==> src/rtl/uart_pkg.sv <==
// Shared types and helpers for the UART PHY: FSM state encodings, parity
// mode constants and the baud divisor calculation.
package uart_pkg;

    localparam int PAR_NONE = 0;
    localparam int PAR_ODD  = 1;
    localparam int PAR_EVEN = 2;

    typedef enum logic [2:0] {
        TX_IDLE,
        TX_START,
        TX_DATA,
        TX_PARITY,
        TX_STOP
    } tx_state_t;

    typedef enum logic [2:0] {
        RX_IDLE,
        RX_START,
        RX_DATA,
        RX_PARITY,
        RX_STOP,
        RX_BREAK
    } rx_state_t;

    // Clocks per 1/16 bit; integer truncation, caller guarantees result >= 1.
    function automatic int baud_div(input int clk_freq, input int baud);
        return clk_freq / (baud * 16);
    endfunction

    // Parity bit that accompanies a byte for the given mode (even when not odd).
    function automatic logic parity_bit(input logic [7:0] data, input int mode);
        return (mode == PAR_ODD) ? ~(^data) : (^data);
    endfunction

endpackage

==> src/rtl/uart_phy_if.sv <==
// Byte-side handshake between the UART register slave (master) and the PHY (slave).
interface uart_phy_if;

    logic [7:0] tx_data;
    logic       tx_valid;
    logic       tx_ready;
    logic [7:0] rx_data;
    logic       rx_valid;
    logic       rx_ready;
    logic       err_clr;
    logic       tx_idle;
    logic       rx_overrun;
    logic       parity_err;
    logic       frame_err;

    modport master (
        output tx_data, tx_valid, rx_ready, err_clr,
        input  tx_ready, rx_data, rx_valid, tx_idle, rx_overrun, parity_err, frame_err
    );

    modport slave (
        input  tx_data, tx_valid, rx_ready, err_clr,
        output tx_ready, rx_data, rx_valid, tx_idle, rx_overrun, parity_err, frame_err
    );

endinterface

==> src/rtl/uart_fifo.sv <==
// Synchronous first-word-fall-through FIFO. A write into a full FIFO is
// accepted only when a read happens in the same cycle.
module uart_fifo #(
    parameter int WIDTH = 8,
    parameter int DEPTH = 16
) (
    input  logic             clk,
    input  logic             rst,
    input  logic             wr_en,
    input  logic [WIDTH-1:0] wr_data,
    input  logic             rd_en,
    output logic [WIDTH-1:0] rd_data,
    output logic             full,
    output logic             empty
);

    localparam int AW = $clog2(DEPTH);

    logic [WIDTH-1:0] mem [DEPTH];
    logic [AW:0]      wr_ptr;
    logic [AW:0]      rd_ptr;
    logic             do_wr;
    logic             do_rd;

    assign empty   = (wr_ptr == rd_ptr);
    assign full    = (wr_ptr[AW] != rd_ptr[AW]) && (wr_ptr[AW-1:0] == rd_ptr[AW-1:0]);
    assign do_rd   = rd_en && !empty;
    assign do_wr   = wr_en && (!full || do_rd);
    assign rd_data = mem[rd_ptr[AW-1:0]];

    // Pointer update; reset flushes the FIFO.
    always_ff @(posedge clk or posedge rst) begin
        if (rst) begin
            wr_ptr <= '0;
            rd_ptr <= '0;
        end else begin
            if (do_wr) wr_ptr <= wr_ptr + 1'b1;
            if (do_rd) rd_ptr <= rd_ptr + 1'b1;
        end
    end

    // Storage write; contents are don't-care until written.
    always_ff @(posedge clk) begin
        if (do_wr) mem[wr_ptr[AW-1:0]] <= wr_data;
    end

endmodule

==> src/rtl/uart_phy.sv <==
// UART serialiser/deserialiser with TX/RX FIFOs, rxd synchroniser and
// sticky error flags.
//
// TX FSM
//   state     | meaning
//   TX_IDLE   | line idle, pops FIFO when a byte is waiting
//   TX_START  | driving start bit (0)
//   TX_DATA   | driving data bits, LSB first
//   TX_PARITY | driving parity bit (only when PARITY != none)
//   TX_STOP   | driving stop bit(s); chains straight to START if FIFO non-empty
//
// RX FSM
//   state     | meaning
//   RX_IDLE   | waiting for falling edge on synchronised rxd
//   RX_START  | half-bit wait, confirm start bit still low
//   RX_DATA   | sampling data bits at bit centres
//   RX_PARITY | sampling and checking parity bit
//   RX_STOP   | sampling first stop bit, push or flag framing error
//   RX_BREAK  | after framing error, wait for line high before re-arming
module uart_phy
    import uart_pkg::*;
#(
    parameter int CLK_FREQ   = 100000000,
    parameter int BAUD       = 115200,
    parameter int FIFO_DEPTH = 16,
    parameter int PARITY     = 0,
    parameter int STOP_BITS  = 1
) (
    input  logic       clk,
    input  logic       rst,
    uart_phy_if.slave  bus,
    input  logic       rxd,
    output logic       txd
);

    localparam int DIV = baud_div(CLK_FREQ, BAUD);
    localparam int TW  = $clog2(16 * DIV) + 1;
    localparam logic [TW-1:0] BIT_LAST  = TW'(16 * DIV - 1);
    localparam logic [TW-1:0] HALF_LAST = TW'(8 * DIV - 1);
    localparam logic [2:0]    STOP_LAST = 3'(STOP_BITS - 1);

    // ---------------- TX ----------------
    tx_state_t   tx_state, tx_state_n;
    logic [TW-1:0] tx_tick, tx_tick_n;
    logic [2:0]  tx_bit, tx_bit_n;
    logic [7:0]  tx_byte, tx_byte_n;
    logic        tx_tc;
    logic        tx_pop;
    logic        txd_n;
    logic        tx_full, tx_empty;
    logic [7:0]  tx_head;

    uart_fifo #(.WIDTH(8), .DEPTH(FIFO_DEPTH)) u_tx_fifo (
        .clk     (clk),
        .rst     (rst),
        .wr_en   (bus.tx_valid && !tx_full),
        .wr_data (bus.tx_data),
        .rd_en   (tx_pop),
        .rd_data (tx_head),
        .full    (tx_full),
        .empty   (tx_empty)
    );

    assign tx_tc       = (tx_tick == '0);
    assign bus.tx_ready = !tx_full;
    assign bus.tx_idle  = tx_empty && (tx_state == TX_IDLE);

    // TX next-state, bit timing and line level; txd is registered so it trails state by one clock.
    always_comb begin
        tx_state_n = tx_state;
        tx_tick_n  = tx_tick;
        tx_bit_n   = tx_bit;
        tx_byte_n  = tx_byte;
        tx_pop     = 1'b0;
        txd_n      = 1'b1;
        if (!tx_tc) tx_tick_n = tx_tick - 1'b1;
        case (tx_state)
            TX_IDLE: begin
                if (!tx_empty) begin
                    tx_pop     = 1'b1;
                    tx_byte_n  = tx_head;
                    tx_tick_n  = BIT_LAST;
                    tx_state_n = TX_START;
                end
            end
            TX_START: begin
                txd_n = 1'b0;
                if (tx_tc) begin
                    tx_tick_n  = BIT_LAST;
                    tx_bit_n   = '0;
                    tx_state_n = TX_DATA;
                end
            end
            TX_DATA: begin
                txd_n = tx_byte[tx_bit];
                if (tx_tc) begin
                    tx_tick_n = BIT_LAST;
                    if (tx_bit == 3'd7) begin
                        tx_bit_n   = '0;
                        tx_state_n = (PARITY != PAR_NONE) ? TX_PARITY : TX_STOP;
                    end else begin
                        tx_bit_n = tx_bit + 1'b1;
                    end
                end
            end
            TX_PARITY: begin
                txd_n = parity_bit(tx_byte, PARITY);
                if (tx_tc) begin
                    tx_tick_n  = BIT_LAST;
                    tx_bit_n   = '0;
                    tx_state_n = TX_STOP;
                end
            end
            TX_STOP: begin
                txd_n = 1'b1;
                if (tx_tc) begin
                    if (tx_bit == STOP_LAST) begin
                        tx_bit_n = '0;
                        if (!tx_empty) begin
                            tx_pop     = 1'b1;
                            tx_byte_n  = tx_head;
                            tx_tick_n  = BIT_LAST;
                            tx_state_n = TX_START;
                        end else begin
                            tx_state_n = TX_IDLE;
                        end
                    end else begin
                        tx_tick_n = BIT_LAST;
                        tx_bit_n  = tx_bit + 1'b1;
                    end
                end
            end
            default: tx_state_n = TX_IDLE;
        endcase
    end

    // TX state register and line driver; line idles high through reset.
    always_ff @(posedge clk or posedge rst) begin
        if (rst) begin
            tx_state <= TX_IDLE;
            tx_tick  <= '0;
            tx_bit   <= '0;
            tx_byte  <= '0;
            txd      <= 1'b1;
        end else begin
            tx_state <= tx_state_n;
            tx_tick  <= tx_tick_n;
            tx_bit   <= tx_bit_n;
            tx_byte  <= tx_byte_n;
            txd      <= txd_n;
        end
    end

    // ---------------- RX ----------------
    logic        rxd_s1, rxd_s2, rxd_q;
    logic        rx_fall;
    rx_state_t   rx_state, rx_state_n;
    logic [TW-1:0] rx_tick, rx_tick_n;
    logic [2:0]  rx_bit, rx_bit_n;
    logic [7:0]  rx_byte, rx_byte_n;
    logic        rx_tc;
    logic        rx_push;
    logic        rx_pop;
    logic        rx_full, rx_empty;
    logic        par_set, frame_set, ovr_set;
    logic        rx_overrun_q, parity_err_q, frame_err_q;

    // rxd synchroniser plus one history flop for edge detection; all idle high.
    always_ff @(posedge clk or posedge rst) begin
        if (rst) begin
            rxd_s1 <= 1'b1;
            rxd_s2 <= 1'b1;
            rxd_q  <= 1'b1;
        end else begin
            rxd_s1 <= rxd;
            rxd_s2 <= rxd_s1;
            rxd_q  <= rxd_s2;
        end
    end

    assign rx_fall = rxd_q && !rxd_s2;
    assign rx_tc   = (rx_tick == '0);

    uart_fifo #(.WIDTH(8), .DEPTH(FIFO_DEPTH)) u_rx_fifo (
        .clk     (clk),
        .rst     (rst),
        .wr_en   (rx_push),
        .wr_data (rx_byte),
        .rd_en   (bus.rx_ready),
        .rd_data (bus.rx_data),
        .full    (rx_full),
        .empty   (rx_empty)
    );

    assign bus.rx_valid = !rx_empty;
    assign rx_pop       = !rx_empty && bus.rx_ready;
    assign ovr_set      = rx_push && rx_full && !rx_pop;

    // RX next-state and bit-centre sampling; the byte is pushed on a good stop bit.
    always_comb begin
        rx_state_n = rx_state;
        rx_tick_n  = rx_tick;
        rx_bit_n   = rx_bit;
        rx_byte_n  = rx_byte;
        rx_push    = 1'b0;
        par_set    = 1'b0;
        frame_set  = 1'b0;
        if (!rx_tc) rx_tick_n = rx_tick - 1'b1;
        case (rx_state)
            RX_IDLE: begin
                if (rx_fall) begin
                    rx_tick_n  = HALF_LAST;
                    rx_state_n = RX_START;
                end
            end
            RX_START: begin
                if (rx_tc) begin
                    if (rxd_s2) begin
                        rx_state_n = RX_IDLE;
                    end else begin
                        rx_tick_n  = BIT_LAST;
                        rx_bit_n   = '0;
                        rx_state_n = RX_DATA;
                    end
                end
            end
            RX_DATA: begin
                if (rx_tc) begin
                    rx_tick_n = BIT_LAST;
                    rx_byte_n = {rxd_s2, rx_byte[7:1]};
                    if (rx_bit == 3'd7) begin
                        rx_bit_n   = '0;
                        rx_state_n = (PARITY != PAR_NONE) ? RX_PARITY : RX_STOP;
                    end else begin
                        rx_bit_n = rx_bit + 1'b1;
                    end
                end
            end
            RX_PARITY: begin
                if (rx_tc) begin
                    rx_tick_n  = BIT_LAST;
                    par_set    = (rxd_s2 != parity_bit(rx_byte, PARITY));
                    rx_state_n = RX_STOP;
                end
            end
            RX_STOP: begin
                if (rx_tc) begin
                    if (rxd_s2) begin
                        rx_push    = 1'b1;
                        rx_state_n = RX_IDLE;
                    end else begin
                        frame_set  = 1'b1;
                        rx_state_n = RX_BREAK;
                    end
                end
            end
            RX_BREAK: begin
                if (rxd_s2) rx_state_n = RX_IDLE;
            end
            default: rx_state_n = RX_IDLE;
        endcase
    end

    // RX state register.
    always_ff @(posedge clk or posedge rst) begin
        if (rst) begin
            rx_state <= RX_IDLE;
            rx_tick  <= '0;
            rx_bit   <= '0;
            rx_byte  <= '0;
        end else begin
            rx_state <= rx_state_n;
            rx_tick  <= rx_tick_n;
            rx_bit   <= rx_bit_n;
            rx_byte  <= rx_byte_n;
        end
    end

    // Sticky error flags; a new error in the clear cycle wins.
    always_ff @(posedge clk or posedge rst) begin
        if (rst) begin
            rx_overrun_q <= 1'b0;
            parity_err_q <= 1'b0;
            frame_err_q  <= 1'b0;
        end else begin
            rx_overrun_q <= ovr_set   || (rx_overrun_q && !bus.err_clr);
            parity_err_q <= par_set   || (parity_err_q && !bus.err_clr);
            frame_err_q  <= frame_set || (frame_err_q  && !bus.err_clr);
        end
    end

    assign bus.rx_overrun = rx_overrun_q;
    assign bus.parity_err = parity_err_q;
    assign bus.frame_err  = frame_err_q;

endmodule

==> src/flat_wrapper.sv <==
// flat-port wrapper written by rule: the top's interface ports become plain ports
module uart_phy_flat import uart_pkg::*;
#(
    parameter int CLK_FREQ   = 100000000,
    parameter int BAUD       = 115200,
    parameter int FIFO_DEPTH = 16,
    parameter int PARITY     = 0,
    parameter int STOP_BITS  = 1
)
  (clk, rst, rxd, txd, bus_tx_data, bus_tx_valid, bus_rx_ready, bus_err_clr, bus_tx_ready, bus_rx_data, bus_rx_valid, bus_tx_idle, bus_rx_overrun, bus_parity_err, bus_frame_err);
  uart_phy_if bus_i ();
  input  logic clk;
  input  logic rst;
  input  logic rxd;
  output logic txd;
  input wire logic [$bits(bus_i.tx_data)-1:0] bus_tx_data;
  input wire logic [$bits(bus_i.tx_valid)-1:0] bus_tx_valid;
  input wire logic [$bits(bus_i.rx_ready)-1:0] bus_rx_ready;
  input wire logic [$bits(bus_i.err_clr)-1:0] bus_err_clr;
  output wire logic [$bits(bus_i.tx_ready)-1:0] bus_tx_ready;
  output wire logic [$bits(bus_i.rx_data)-1:0] bus_rx_data;
  output wire logic [$bits(bus_i.rx_valid)-1:0] bus_rx_valid;
  output wire logic [$bits(bus_i.tx_idle)-1:0] bus_tx_idle;
  output wire logic [$bits(bus_i.rx_overrun)-1:0] bus_rx_overrun;
  output wire logic [$bits(bus_i.parity_err)-1:0] bus_parity_err;
  output wire logic [$bits(bus_i.frame_err)-1:0] bus_frame_err;
  assign bus_i.tx_data = bus_tx_data;
  assign bus_i.tx_valid = bus_tx_valid;
  assign bus_i.rx_ready = bus_rx_ready;
  assign bus_i.err_clr = bus_err_clr;
  assign bus_tx_ready = bus_i.tx_ready;
  assign bus_rx_data = bus_i.rx_data;
  assign bus_rx_valid = bus_i.rx_valid;
  assign bus_tx_idle = bus_i.tx_idle;
  assign bus_rx_overrun = bus_i.rx_overrun;
  assign bus_parity_err = bus_i.parity_err;
  assign bus_frame_err = bus_i.frame_err;
  uart_phy #(.CLK_FREQ(CLK_FREQ), .BAUD(BAUD), .FIFO_DEPTH(FIFO_DEPTH), .PARITY(PARITY), .STOP_BITS(STOP_BITS)) u_core (.clk(clk), .rst(rst), .bus(bus_i), .rxd(rxd), .txd(txd));
endmodule
==> config.mk <==
export PLATFORM = sky130hd
export DESIGN_NAME = uart_phy_flat
export DESIGN_NICKNAME = d
export VERILOG_FILES = /design/src/rtl/uart_pkg.sv /design/src/rtl/uart_phy_if.sv /design/src/rtl/uart_fifo.sv /design/src/rtl/uart_phy.sv /design/src/flat_wrapper.sv
export SDC_FILE = /design/constraint.sdc
export NUM_CORES = 1
export LEC_CHECK = 0
export BUFFER_PORTS_ARGS = -buffer_cell sky130_fd_sc_hd__buf_4
export CORE_UTILIZATION = 45
export CTS_BUF_LIST = sky130_fd_sc_hd__clkbuf_16
export DETAILED_ROUTE_END_ITERATION = 12
export GPL_ROUTABILITY_DRIVEN = 0
export SYNTH_ARGS = -nofsm -noshare
export SYNTH_HDL_FRONTEND = slang
export SYNTH_SLANG_ARGS = --single-unit
==> constraint.sdc <==
create_clock -name clk -period 2.4 [get_ports clk]
set_input_delay 0 -clock clk [delete_from_list [all_inputs] [get_ports clk]]
set_output_delay 0 -clock clk [all_outputs]
set_load 0.03 [all_outputs]
# Yosys cells after proc, flatten, opt, wreduce, memory -nomap -nowiden
# Memory sizes are Yosys's and may differ from the RTL's.
# Cells that the tools add are included.
# totals
register_bits	77
ram_bits	256
input_bits	14
output_inout_bits	15
n_memories	2
wordCells	174
# op_classes
n_reduce_logical	45
muxes	65
order_cmp	1
addsub	8
eq_ne	34
# memory_table
name	depth	word_bits	rd	rd_ports_with_merged_regs	wr	line_no	rtl
u_core.u_rx_fifo.mem	16	8	1	0	1	uart_fifo.sv:19	logic [WIDTH-1:0] mem [DEPTH];
u_core.u_tx_fifo.mem	16	8	1	0	1	uart_fifo.sv:19	
# op_table
op	count
2-to-1 mux 11 bit	10
2-to-1 mux 3 bit	24
one-hot mux 11 bit (3 select lines)	2
!= test 2 x 1 -> 1 bit, second input constant	14
2-to-1 mux 8 bit	3
logical NOT 11 bit	2
subtractor 11 x 1 -> 11 bit, second input constant	2
adder 5 x 1 -> 5 bit, second input constant	4
one-hot mux 3 bit (6 select lines)	1
2-to-1 mux 1 bit	17
one-hot mux 8 bit (2 select lines)	1
parity 8 bit	2
== test 3 bit, second input constant	5
one-hot mux 3 bit (5 select lines)	1
logical AND 1 bit	14
AND reduction 7 bit	2
== test 3 x 2 -> 1 bit, second input constant	4
== test 5 bit	2
logical NOT 3 bit	3
one-hot mux 3 bit (3 select lines)	1
== test 4 bit	2
AND reduction 4 bit	2
logical NOT 1 bit	7
adder 3 x 1 -> 3 bit, second input constant	2
16 further kinds	26

# Longest topological paths before layout
# Gate-level depths: netlist of the first run.
# logic_depth
word_depth	10
mapped_depth	12
mapped_depth_nobuf	11

# Hierarchy
# From an unflattened synthesis of the first run, not the netlist that was laid out.
# hier_totals
cells_unflattened	847
hier_area_um2	14391.3
# by_module_without_submodules
module	cells_each	instances	area_each_um2	seq_area_each_um2
uart_fifo	268	2	5624.1	4093.9
uart_phy	311	1	3143.0	1431.4

# Worst setup path before layout of the first run
# OpenSTA, ideal clock, no wires.
# synth_path
path_kind	reg-to-reg
from	register u_core.rx_tick[0]
to	memory u_core.u_rx_fifo.mem[3][0], enable pin
t_required_ns	2.017
arrival_ns	2.198
setup_ns	0.383
period_less_slack_ns	2.581
slack_ns	-0.181
path_stages_with_launch	10
path_buffers	1
cell_sequence	dfrtp_1 inv_1 ha_1 nor4b_1 and3_1 inv_1 a211oi_1 clkbuf_2 nand2_1 nor3_1
# synth_via
elab_chain_cells	6
# synth_rtl
element	line_no	rtl
start: declaration	uart_phy.sv:158	logic [TW-1:0] rx_tick, rx_tick_n;
start signal: assignment	uart_phy.sv:273	rx_tick <= rx_tick_n;
logical NOT 11 bit	uart_phy.sv:182	assign rx_tc = (rx_tick == '0);
2-to-1 mux 1 bit	uart_phy.sv:247	if (rx_tc) begin
2-to-1 mux 1 bit	uart_phy.sv:209	case (rx_state)
logical AND 1 bit	uart_fifo.sv:28	assign do_wr = wr_en && (!full || do_rd);
2-to-1 mux 1 bit	uart_fifo.sv:44	if (do_wr) mem[wr_ptr[AW-1:0]] <= wr_data;
2-to-1 mux 1 bit (implied by the code)	uart_fifo.sv:44	
end: declaration	uart_fifo.sv:19	
# No other way between the ends.

# Worst setup path in the final report of the first run
# layout_path
from	register u_core.u_rx_fifo.rd_ptr[0]
to	output bus_rx_data[5]
# layout_via
elab_chain_cells	1
# layout_rtl
element	line_no	rtl
start: declaration	uart_fifo.sv:21	logic [AW:0] rd_ptr;
start signal: assignment	uart_fifo.sv:38	if (do_rd) rd_ptr <= rd_ptr + 1'b1;
memory (16 x 8 bit)	--	
end: declaration	flat_wrapper.sv:21	output wire logic [$bits(bus_i.rx_data)-1:0] bus_rx_data;
# No other way between the ends.

==> results of run 1 <==
## power breakdown
part,switching (uW),internal (uW)
sequential,403,6740
combinational,2390,2020
clock,2230,2930
total,5020,11700
## cell type report
type                            count  area (um^2)
Multi-Input combinational cell    482         4280
Fill cell                        2471        13900
Inverter                           25         95.1
Tap cell                          396          495
Clock inverter                     29          196
Timing Repair Buffer              124         1110
Clock buffer                       37          926
Sequential cell                   333         9620
## kinds of logic (layout without fill, tap and decap cells)
group	count (synthesis)	in the layout	share of synthesized area (%)
simple gates	224	224	7.91
flops	333	333	68.3
xor+xnor	47	47	2.92
buf+inv	71	215	2.14
compound gates	110	110	5.30
mux	81	81	11.7
fa+ha+maj	20	20	1.78
## state kept, by name, summed over array words and instances, names as in the netlist, 3 cells and up
| signal | count |
|---|---|
| u_core.tx_tick | 11 |
| u_core.u_rx_fifo.wr_ptr | 5 |
| u_core.u_tx_fifo.wr_ptr | 5 |
| u_core.tx_byte | 8 |
| u_core.tx_bit | 3 |
| u_core.tx_state | 3 |
| u_core.u_tx_fifo.rd_ptr | 5 |
| u_core.rx_tick | 11 |
| u_core.u_rx_fifo.rd_ptr | 5 |
| u_core.u_rx_fifo.mem | 128 |
| u_core.rx_state | 3 |
| u_core.rx_bit | 3 |
| u_core.u_tx_fifo.mem | 128 |
| u_core.rx_byte | 8 |
## worst max-delay path, stage by stage, from the launching register on
cell and delay, ns:
dfrtp_2 0.38, buf_12 0.17, mux4_2 0.52, nor2b_1 0.15, a211oi_2 0.32, a21oi_1 0.08, buf_4 0.18
## cell usage in the layout (no fill, tap or decap), types with 10 or more instances in the layout
cell	netlist	layout
mux4_2	66	66
nand3_1	13	13
a21oi_1	19	19
dfrtp_1	73	71
nor3_1	18	16
o21ai_0	14	14
and3_1	20	20
clkbuf_16	0	37
ha_1	20	19
nand2b_1	13	13
clkinv_1	0	10
buf_4	1	96
o31ai_1	12	12
nor2b_1	13	13
xor2_1	18	18
edfxtp_1	256	256
nand2_1	76	76
inv_1	25	30
xnor2_1	29	29
dlygate4sd3_1	0	13
nor2_1	42	42
o22ai_1	20	20
## layer usage
metal / global-route usage (%) / wire, um
met2: 30.3 / 13900
met4: 4.52 / 428
met3: 2.88 / 1170
met1: 28.9 / 13900
met5: 0 / 0
## through the flow
step / utilization (%) / area [um^2] / setup slack [ns] / instances
floorplan: - / 14100 / 0.0456 / 886
global placement: 49.7 / 15200 / 0.0998 / 1340
detailed placement: 49.7 / 15200 / 0.0754 / 1340
CTS: 54.1 / 16600 / 0.0297 / 1422
global route: 54.5 / 16700 / -0.0162 / 1426
finish: 54.5 / 16700 / 0.0670 / 1426
## how the worst max path moves through the flow
stage	startpoint	to	slack, ns
global placement	u_core.rx_tick[0]	u_core.rx_tick[0]	0.1
global route	u_core.rx_tick[1]	u_core.rx_tick[0]	-0.02
floorplan	u_core.tx_tick[0]	u_core.tx_tick[0]	0.05
finish	u_core.u_rx_fifo.rd_ptr[0]	bus_rx_data[5]	0.07
detailed placement	u_core.tx_tick[0]	u_core.tx_byte[2]	0.08
CTS	u_core.u_rx_fifo.rd_ptr[0]	bus_rx_data[1]	0.03
## what timing repair did
item,CTS,global route
setup endpoints to repair,8,150
gates cloned,1,0
hold endpoints to repair,170,0
hold buffers,13,0
pin swaps,4,5
setup buffers,2,4
resized for setup,11,19
==> results by group, run 1 <==
Clock tree
  – CTS buffer count: 36
  – CTS tree: built
  – Clock Path Buffers: 3
  – Clk sink count: 333
  – CTS root buf: clkbuf_16
  – H-tree Lvls: 2
  – Clock transition at the registers of the reported paths: around 0.05 ns
  – Clock latency on the worst-skew pair: 0.53 ns

GRT
  – First-pass GRT wire length: 46500 um
  – Total GRT Usage: 19.5%
  – GR Overflow Total: 0
  – Initial antenna violation count: 0
  – Largest net degree at the start of global routing: 44
  – Number of global-route vias before repair: 8014

Worst hold path
  – Worst Hold Path Cells: 4
  – Hold path start: bus_tx_valid
  – Hold WC Path Type: in2reg
  – Worst Hold Endpoint: u_core.u_tx_fifo.wr_ptr[4]

Drt
  – DRT iter0 DRCs: 647
  – Vias per cell: 5.52
  – Per-cell routed wire length: 20.6 um
  – Routed via count: 7865
  – Post-route DRC violation count: 0
  – Post-DRT Antenna Nets: 0
  – Total routed wirelength: 29400 um
  – Detailed-router iteration count before antenna repair: 5

Timing
  – Hold slack: 0.0450 ns
  – Final setup vio count: 0
  – Post-Route Skew: 0.0248 ns
  – Fin crit share: 97.2%
  – Slew at the pin closest to its max-slew limit: 0.773 ns
  – Final hold violations: 0
  – Slew Viols, Final: 0
  – FMAX: ~430 MHz
  – Slew HR: between 40 and 50%
  – Tmin final: 2.33 ns
  – Setup TNS: 0 ns

Pwr
  – Leak Pwr: 0.00639 uW
  – VDD IR max: around 600 uV
  – Power density over the cells: approximately 1000 nW/um^2
  – Pwr Total: 16700 uW

Synth
  – Post-synth ARST share: 23.1%
  – Post-Syn Area: 14100 um^2
  – Most common cell in the netlist: edfxtp_1
  – Yosys reg bits: ~330
  – Synth cell types: 60
  – Seq/Total Area, Yosys: 68.3%
  – Synth Warn #: 0
  – Cell accounting for the most synthesized area: edfxtp_1
  – Synth top cells by count: edfxtp_1 (256), nand2_1 (76), dfrtp_1 (73)
  – Share of the synthesized area in the top cell type: 54.6%
  – Synth Flop Type: edfxtp_1
  – Post-synth EDFFs: 256
  – Top cells by area, synth: edfxtp_1 (55%), dfrtp_1 (13%), mux4_2 (11%), nand2_1 (2.0%), xnor2_1 (1.8%)
  – Mapped Cells: approximately 890
  – Mapped Avg Cell Area: roughly 16 um^2
  – Mapped Nets: between 900 and 1000

Floorplan
  – Die Wd: 179 um
  – IO Pins: 29
  – Die height: 179 um
  – Initial Util: 45.9%
  – Total die area: 32000 um^2
  – Core Rows: 64
  – Core Region: 30700 um^2

Worst setup path
  – Setup crit start kind: flop
  – Crit Path Max Fanout: 13
  – Worst EP required: 2.40 ns
  – Reg-to-Reg Start: u_core.tx_tick[0]
  – Critical Path Sink Type: output port
  – Flop2flop setup slack: 0.18 ns
  – R2r endpoint: u_core.tx_tick[0]
  – Crit path DAT: 2.33 ns
  – Setup CP Type: reg2out
  – FF-to-FF path depth: 8

Cells and area
  – Layout cells sized above 1: 26.0%
  – # diodes: 0
  – Layout area overhead: 18.7%
  – Final Net Count: slightly above 1000

Placed design
  – Port-buffer cells: 28
  – Final HPWL DP: 18200 um

Outcome
  – Status: completed

Flow run
  – Max cap viols: 0
Power figures use the tool's default switching activity.
==> inputs of run 2 (changes only) <==
- ABC_CLOCK_PERIOD_IN_PS: default -> 2400
- RECOVER_POWER: default -> 50
==> results by group, run 2 (synthesis gave the netlist of run 1 again) <==
Outcome
  – Status: complete, but fails checks
  – Failing checks: capacitance limit, slew limit

Drt
  – Post-route DRC violation count: 0
  – Total routed wirelength: 29300 um
  – Vias per cell: roughly 5.5
  – Post-DRT Antenna Nets: 0
  – DRT iter0 DRCs: roughly 670
  – Routed via count: 7795
  – Detailed-router iteration count before antenna repair: 5
  – Per-cell routed wire length: around 20 um

Floorplan
  – Die height: 179 um
  – IO Pins: 29
  – Initial Util: 45.9%
  – Core Region: ~30000 um^2
  – Core Rows: between 60 and 70
  – Die Wd: 179 um
  – Total die area: 32000 um^2

Clock tree
  – CTS buffer count: 36
  – Clock latency on the worst-skew pair: 0.53 ns
  – Clk sink count: 333
  – CTS tree: built
  – Clock transition at the registers of the reported paths: 0.05 ns
  – Clock Path Buffers: 3
  – CTS root buf: clkbuf_16
  – H-tree Lvls: 2

Worst setup path
  – Setup crit start kind: flop
  – Worst EP required: between 2 and 2.5 ns
  – R2r endpoint: u_core.tx_tick[0]
  – Crit Path Max Fanout: 13
  – Crit path DAT: 2.32 ns
  – Flop2flop setup slack: 0.18 ns
  – Reg-to-Reg Start: u_core.tx_tick[0]
  – Critical Path Sink Type: output port
  – FF-to-FF path depth: 8
  – Setup CP Type: reg2out

Pwr
  – VDD IR max: around 600 uV
  – Leak Pwr: approximately 0.0063 uW
  – Pwr Total: 16700 uW
  – Power density over the cells: about 1000 nW/um^2

Worst hold path
  – Hold path start: bus_tx_valid
  – Worst Hold Path Cells: 4
  – Worst Hold Endpoint: u_core.u_tx_fifo.wr_ptr[4]
  – Hold WC Path Type: in2reg

Cells and area
  – Final Net Count: between 1000 and 1500
  – Layout cells sized above 1: 24.4%
  – # fillers: 2476
  – # diodes: 0
  – Most frequent cells in the layout: edfxtp_1 (256), buf_4 (78), nand2_1 (76), dfrtp_1 (71), mux4_2 (66)
  – Final instance area: 16600 um^2
  – Most common cell after layout, fill and taps aside: edfxtp_1
  – Layout area overhead: 18.2%
  – Final Util: 54.3%

GRT
  – Total GRT Usage: 19.5%
  – Number of global-route vias before repair: around 8000
  – Largest net degree at the start of global routing: 44
  – First-pass GRT wire length: 46500 um
  – GR Overflow Total: 0
  – Initial antenna violation count: 0

Timing
  – Post-route worst setup slack: about 0.079 ns
  – Fin crit share: 96.7%
  – FMAX: between 400 and 500 MHz
  – Final setup vio count: 0
  – Slew Viols, Final: 36
  – Final hold violations: 0
  – Slew at the pin closest to its max-slew limit: between 1.5 and 2 ns
  – Hold slack: 0.0430 ns
  – Tmin final: about 2.3 ns
  – Slew HR: -8.73%
  – Post-Route Skew: between 0.02 and 0.03 ns

Placed design
  – Post-Place Worst Slack: 0.0754 ns
  – Post-DP Area: roughly 15000 um^2
  – Port-buffer cells: 28
  – Final HPWL DP: 18200 um

Flow run
  – Max cap viols: 1
run 2: metal layers:
layer	vias up	track usage, %	routed length (um)
li1	3646	-	-
met1	3965	28.9	13800
met2	147	30.3	13900
met3	37	2.88	1190
met4	0	4.52	428
met5	-	0	0
run 2: metrics by stage:
stage                     cells  setup TNS [ns]
after floorplan             886               0
after global placement     1340               0
after detailed placement   1340               0
after CTS                  1422               0
after global routing       1426         -0.0266
final                      1426               0
run 2: worst max path at each step:
stage / endpoint / start / cells after the start
floorplan: u_core.tx_tick[0] / u_core.tx_tick[0] / 9
global placement: u_core.rx_tick[0] / u_core.rx_tick[0] / 11
detailed placement: u_core.tx_byte[2] / u_core.tx_tick[0] / 8
CTS: bus_rx_data[1] / u_core.u_rx_fifo.rd_ptr[0] / 6
global route: u_core.rx_tick[0] / u_core.rx_tick[1] / 11
finish: bus_rx_data[5] / u_core.u_rx_fifo.rd_ptr[0] / 6
run 2: critical path: stages (launching register included):
cell and delay [ns]:
dfrtp_2 0.38, buf_12 0.17, mux4_2 0.52, nor2b_1 0.15
a211oi_2 0.31, a21oi_1 0.08, buf_4 0.18
run 2: layout make-up:
type                            instances  area, um^2  area share (%)
Clock inverter                         29         196            1.18
Clock buffer                           37         926            5.56
Multi-Input combinational cell        482        4280            25.7
Sequential cell                       333        9620            57.8
Tap cell                              396         495            2.98
Timing Repair Buffer                  124        1030            6.21
Inverter                               25        95.1           0.571
run 2: power by group:
group | switching [uW] | leakage [uW] | internal (uW)
logic | 2390 | 0.00222 | 2010
clock network | 2230 | 0.000565 | 2930
registers | 401 | 0.00353 | 6740
total | 5020 | 0.00632 | 11700
run 2: repair_timing:
action	4_1_cts	5_1_grt
hold buffers	13	0
gates resized for setup	11	19
pin swaps	4	5
hold endpoints to repair	170	0
cloned	1	0
setup endpoints to repair	8	150
buffers inserted	2	4
==> inputs of run 3 (changes only) <==
- BUFFER_PORTS_ARGS: -buffer_cell sky130_fd_sc_hd__buf_4 -> default
- DONT_BUFFER_PORTS: default -> 1
- PLACE_DENSITY: default -> 0.62
- TNS_END_PERCENT: default -> 10
==> results by group, run 3 (synthesis gave the netlist of run 1 again) <==
Timing
  – FMAX: 420 MHz
  – Post-route worst setup slack: about 0.021 ns
  – Tmin final: 2.38 ns
  – Fin crit share: ~100%
  – Post-Route Skew: 0.0188 ns
  – Final setup vio count: 0
  – Slew HR: 14.7%
  – Slew at the pin closest to its max-slew limit: 1.28 ns
  – Setup TNS: 0 ns
  – RSZ-0062 raised after global routing: true
  – Final hold violations: 0
  – Slew Viols, Final: 0

Outcome
  – Status: completed

Pwr
  – Reg power frac: between 40% and 50%
  – VDD IR max: 635 uV
  – Combinational power share: approximately a quarter
  – Psw: between 4000 and 5000 uW
  – Clock share of power: 30.8%
  – Leak Pwr: around 0.0061 uW
  – Switching share of power: 29.4%
  – Power density over the cells: 1010 nW/um^2
  – Pint: 11700 uW

Drt
  – Vias per cell: approximately 5.5
  – Post-route DRC violation count: 0
  – Detailed-router iteration count before antenna repair: 5
  – DRT iter0 DRCs: 509
  – Routed via count: between 7000 and 8000
  – Post-DRT Antenna Nets: 0
  – Total routed wirelength: slightly below 30000 um
  – Per-cell routed wire length: 20.9 um

GRT
  – GR Overflow Total: 0
  – First-pass GRT wire length: 45000 um
  – Number of global-route vias before repair: 7784
  – Largest net degree at the start of global routing: 50
  – Initial antenna violation count: 2
  – Total GRT Usage: about a fifth

Clock tree
  – CTS root buf: clkbuf_16
  – CTS tree: built
  – Clock latency on the worst-skew pair: 0.52 ns
  – Clock Path Buffers: 3
  – Clk sink count: 333
  – H-tree Lvls: 2
  – Clock transition at the registers of the reported paths: 0.06 ns
  – CTS buffer count: 35

Worst setup path
  – Setup crit start kind: flop
  – Critical Path Sink Type: output port
  – CP Cell Sequence: buf_12 -> buf_12 -> mux4_2 -> mux2i_2 -> a21oi_1 -> buf_4
  – Worst EP required: between 2 and 2.5 ns
  – Flop2flop setup slack: 0.09 ns
  – Crit path DAT: 2.38 ns
  – Setup CP Type: reg2out
  – R2r endpoint: u_core.u_rx_fifo.mem[5][3]
  – FF-to-FF path depth: 8
  – CP dominant cell by count: buf_12
  – Crit-path slowest cell: mux4_2
  – Crit Path Max Fanout: 14
  – Worst path max stage delay: 0.55 ns
  – Reg-to-Reg Start: u_core.rx_tick[0]

Cells and area
  – Layout cells sized above 1: 23.0%
  – Most frequent cells in the layout: edfxtp_1 (256), nand2_1 (76), dfrtp_1 (71), mux4_2 (66), buf_4 (57)
  – Most common cell after layout, fill and taps aside: edfxtp_1
  – Final Net Count: roughly 1000
  – Layout area overhead: 16.2%

Placed design
  – Final HPWL DP: 18400 um
  – Post-Place Worst Slack: -0.0272 ns
  – Port-buffer cells: 0

Worst hold path
  – Hold WC Path Type: in2reg
  – Worst Hold Path Cells: 1
  – Worst Hold Endpoint: u_core.rxd_s1
  – Hold path start: rxd

Floorplan
  – Initial Util: 45.9%
  – Core Region: just over 30000 um^2
  – IO Pins: 29
  – Die height: 179 um
  – Die Wd: between 150 and 200 um
  – Core Rows: between 60 and 70
  – Total die area: 32000 um^2

Flow run
  – Max cap viols: 0
-- run 3: changes by cell type in the layout (fill, tap and decap cells not counted), moves of 3 or more --
cell | before | now
a211oi_2 | 9 | 6
and3_1 | 20 | 11
and3_2 | 0 | 5
and3_4 | 0 | 4
buf_4 | 78 | 57
buf_6 | 6 | 1
clkbuf_1 | 16 | 7
clkinv_1 | 10 | 7
clkinv_2 | 5 | 8
clkinvlp_4 | 3 | 0
diode_2 | 0 | 3
inv_1 | 30 | 26
-- run 3: power groups by stage --
stage	clock (uW)	sequential, uW	combinational, uW
after global placement	0	7230	4080
after CTS	5220	7140	4370
after detailed placement	0	7250	4120
final	5100	7140	4320
after global routing	5430	7200	4730
after floorplan	0	7120	3080
-- run 3: worst max-delay path: cells and delay by family (launching register included) --
kind / cells / cell delay [ns]
muxes: 2 / 0.72
AOI/OAI and AO/OA: 1 / 0.10
DFF: 1 / 0.47
buffers and inverters: 3 / 0.54
-- run 3: how the worst max path moves through the flow --
stage	slack, ns	endpoint	depth (start not counted)	from
2_1_floorplan	-0.02	u_core.tx_tick[0]	9	u_core.tx_tick[0]
3_3_place_gp	0.08	u_core.u_rx_fifo.mem[10][1]	8	u_core.rx_tick[0]
3_5_place_dp	-0.03	u_core.u_rx_fifo.mem[2][3]	8	u_core.rx_tick[0]
4_1_cts	-0.03	bus_rx_data[6]	6	u_core.u_rx_fifo.rd_ptr[0]
5_1_grt	-0.08	u_core.rx_tick[0]	11	u_core.rx_tick[0]
6_report	0.02	bus_rx_data[6]	6	u_core.u_rx_fifo.rd_ptr[0]
-- run 3: final cells by class --
| cell class | count | area [um^2] |
|---|---|---|
| flip-flops and latches | 333 | 9620 |
| diodes | 3 | 7.51 |
| repair buffers | 90 | 796 |
| fillers | 2416 | 14300 |
| multi-input cells | 482 | 4280 |
| clock inverters | 23 | 175 |
| well taps | 396 | 495 |
| clock buffers | 36 | 901 |
| inverters | 25 | 95.1 |
-- run 3: routing by layer --
metal  global-route usage (%)  vias up  routed length [um]
li1                         -     3575                   -
met1                     26.9     3913               13500
met2                     30.1      156               13800
met3                     3.29       39                1190
met4                     4.27        0                 466
met5                        0        -                   0
-- run 3: repair_timing --
item,CTS,global route
cloned,1,1
hold buffers,15,0
endpoints found under the setup margin,20,143
gates resized for setup,14,19
pin swaps,3,1
endpoints found under the hold margin,217,0
setup buffers,3,1
-- run 3: per-stage QoR --
step / instance area [um^2] / instances / utilization [%] / hold WS, ns / total power [uW]
CTS: 16300 / 1383 / 53.2 / 0.0131 / 16700
global placement: 15000 / 1305 / 48.9 / -0.0491 / 11300
finish: 16400 / 1388 / 53.4 / 0.0373 / 16600
floorplan: 14100 / 886 / - / 0.00448 / 10200
detailed placement: 15000 / 1305 / 48.9 / -0.0438 / 11400
global route: 16400 / 1387 / 53.4 / 0.0190 / 17400
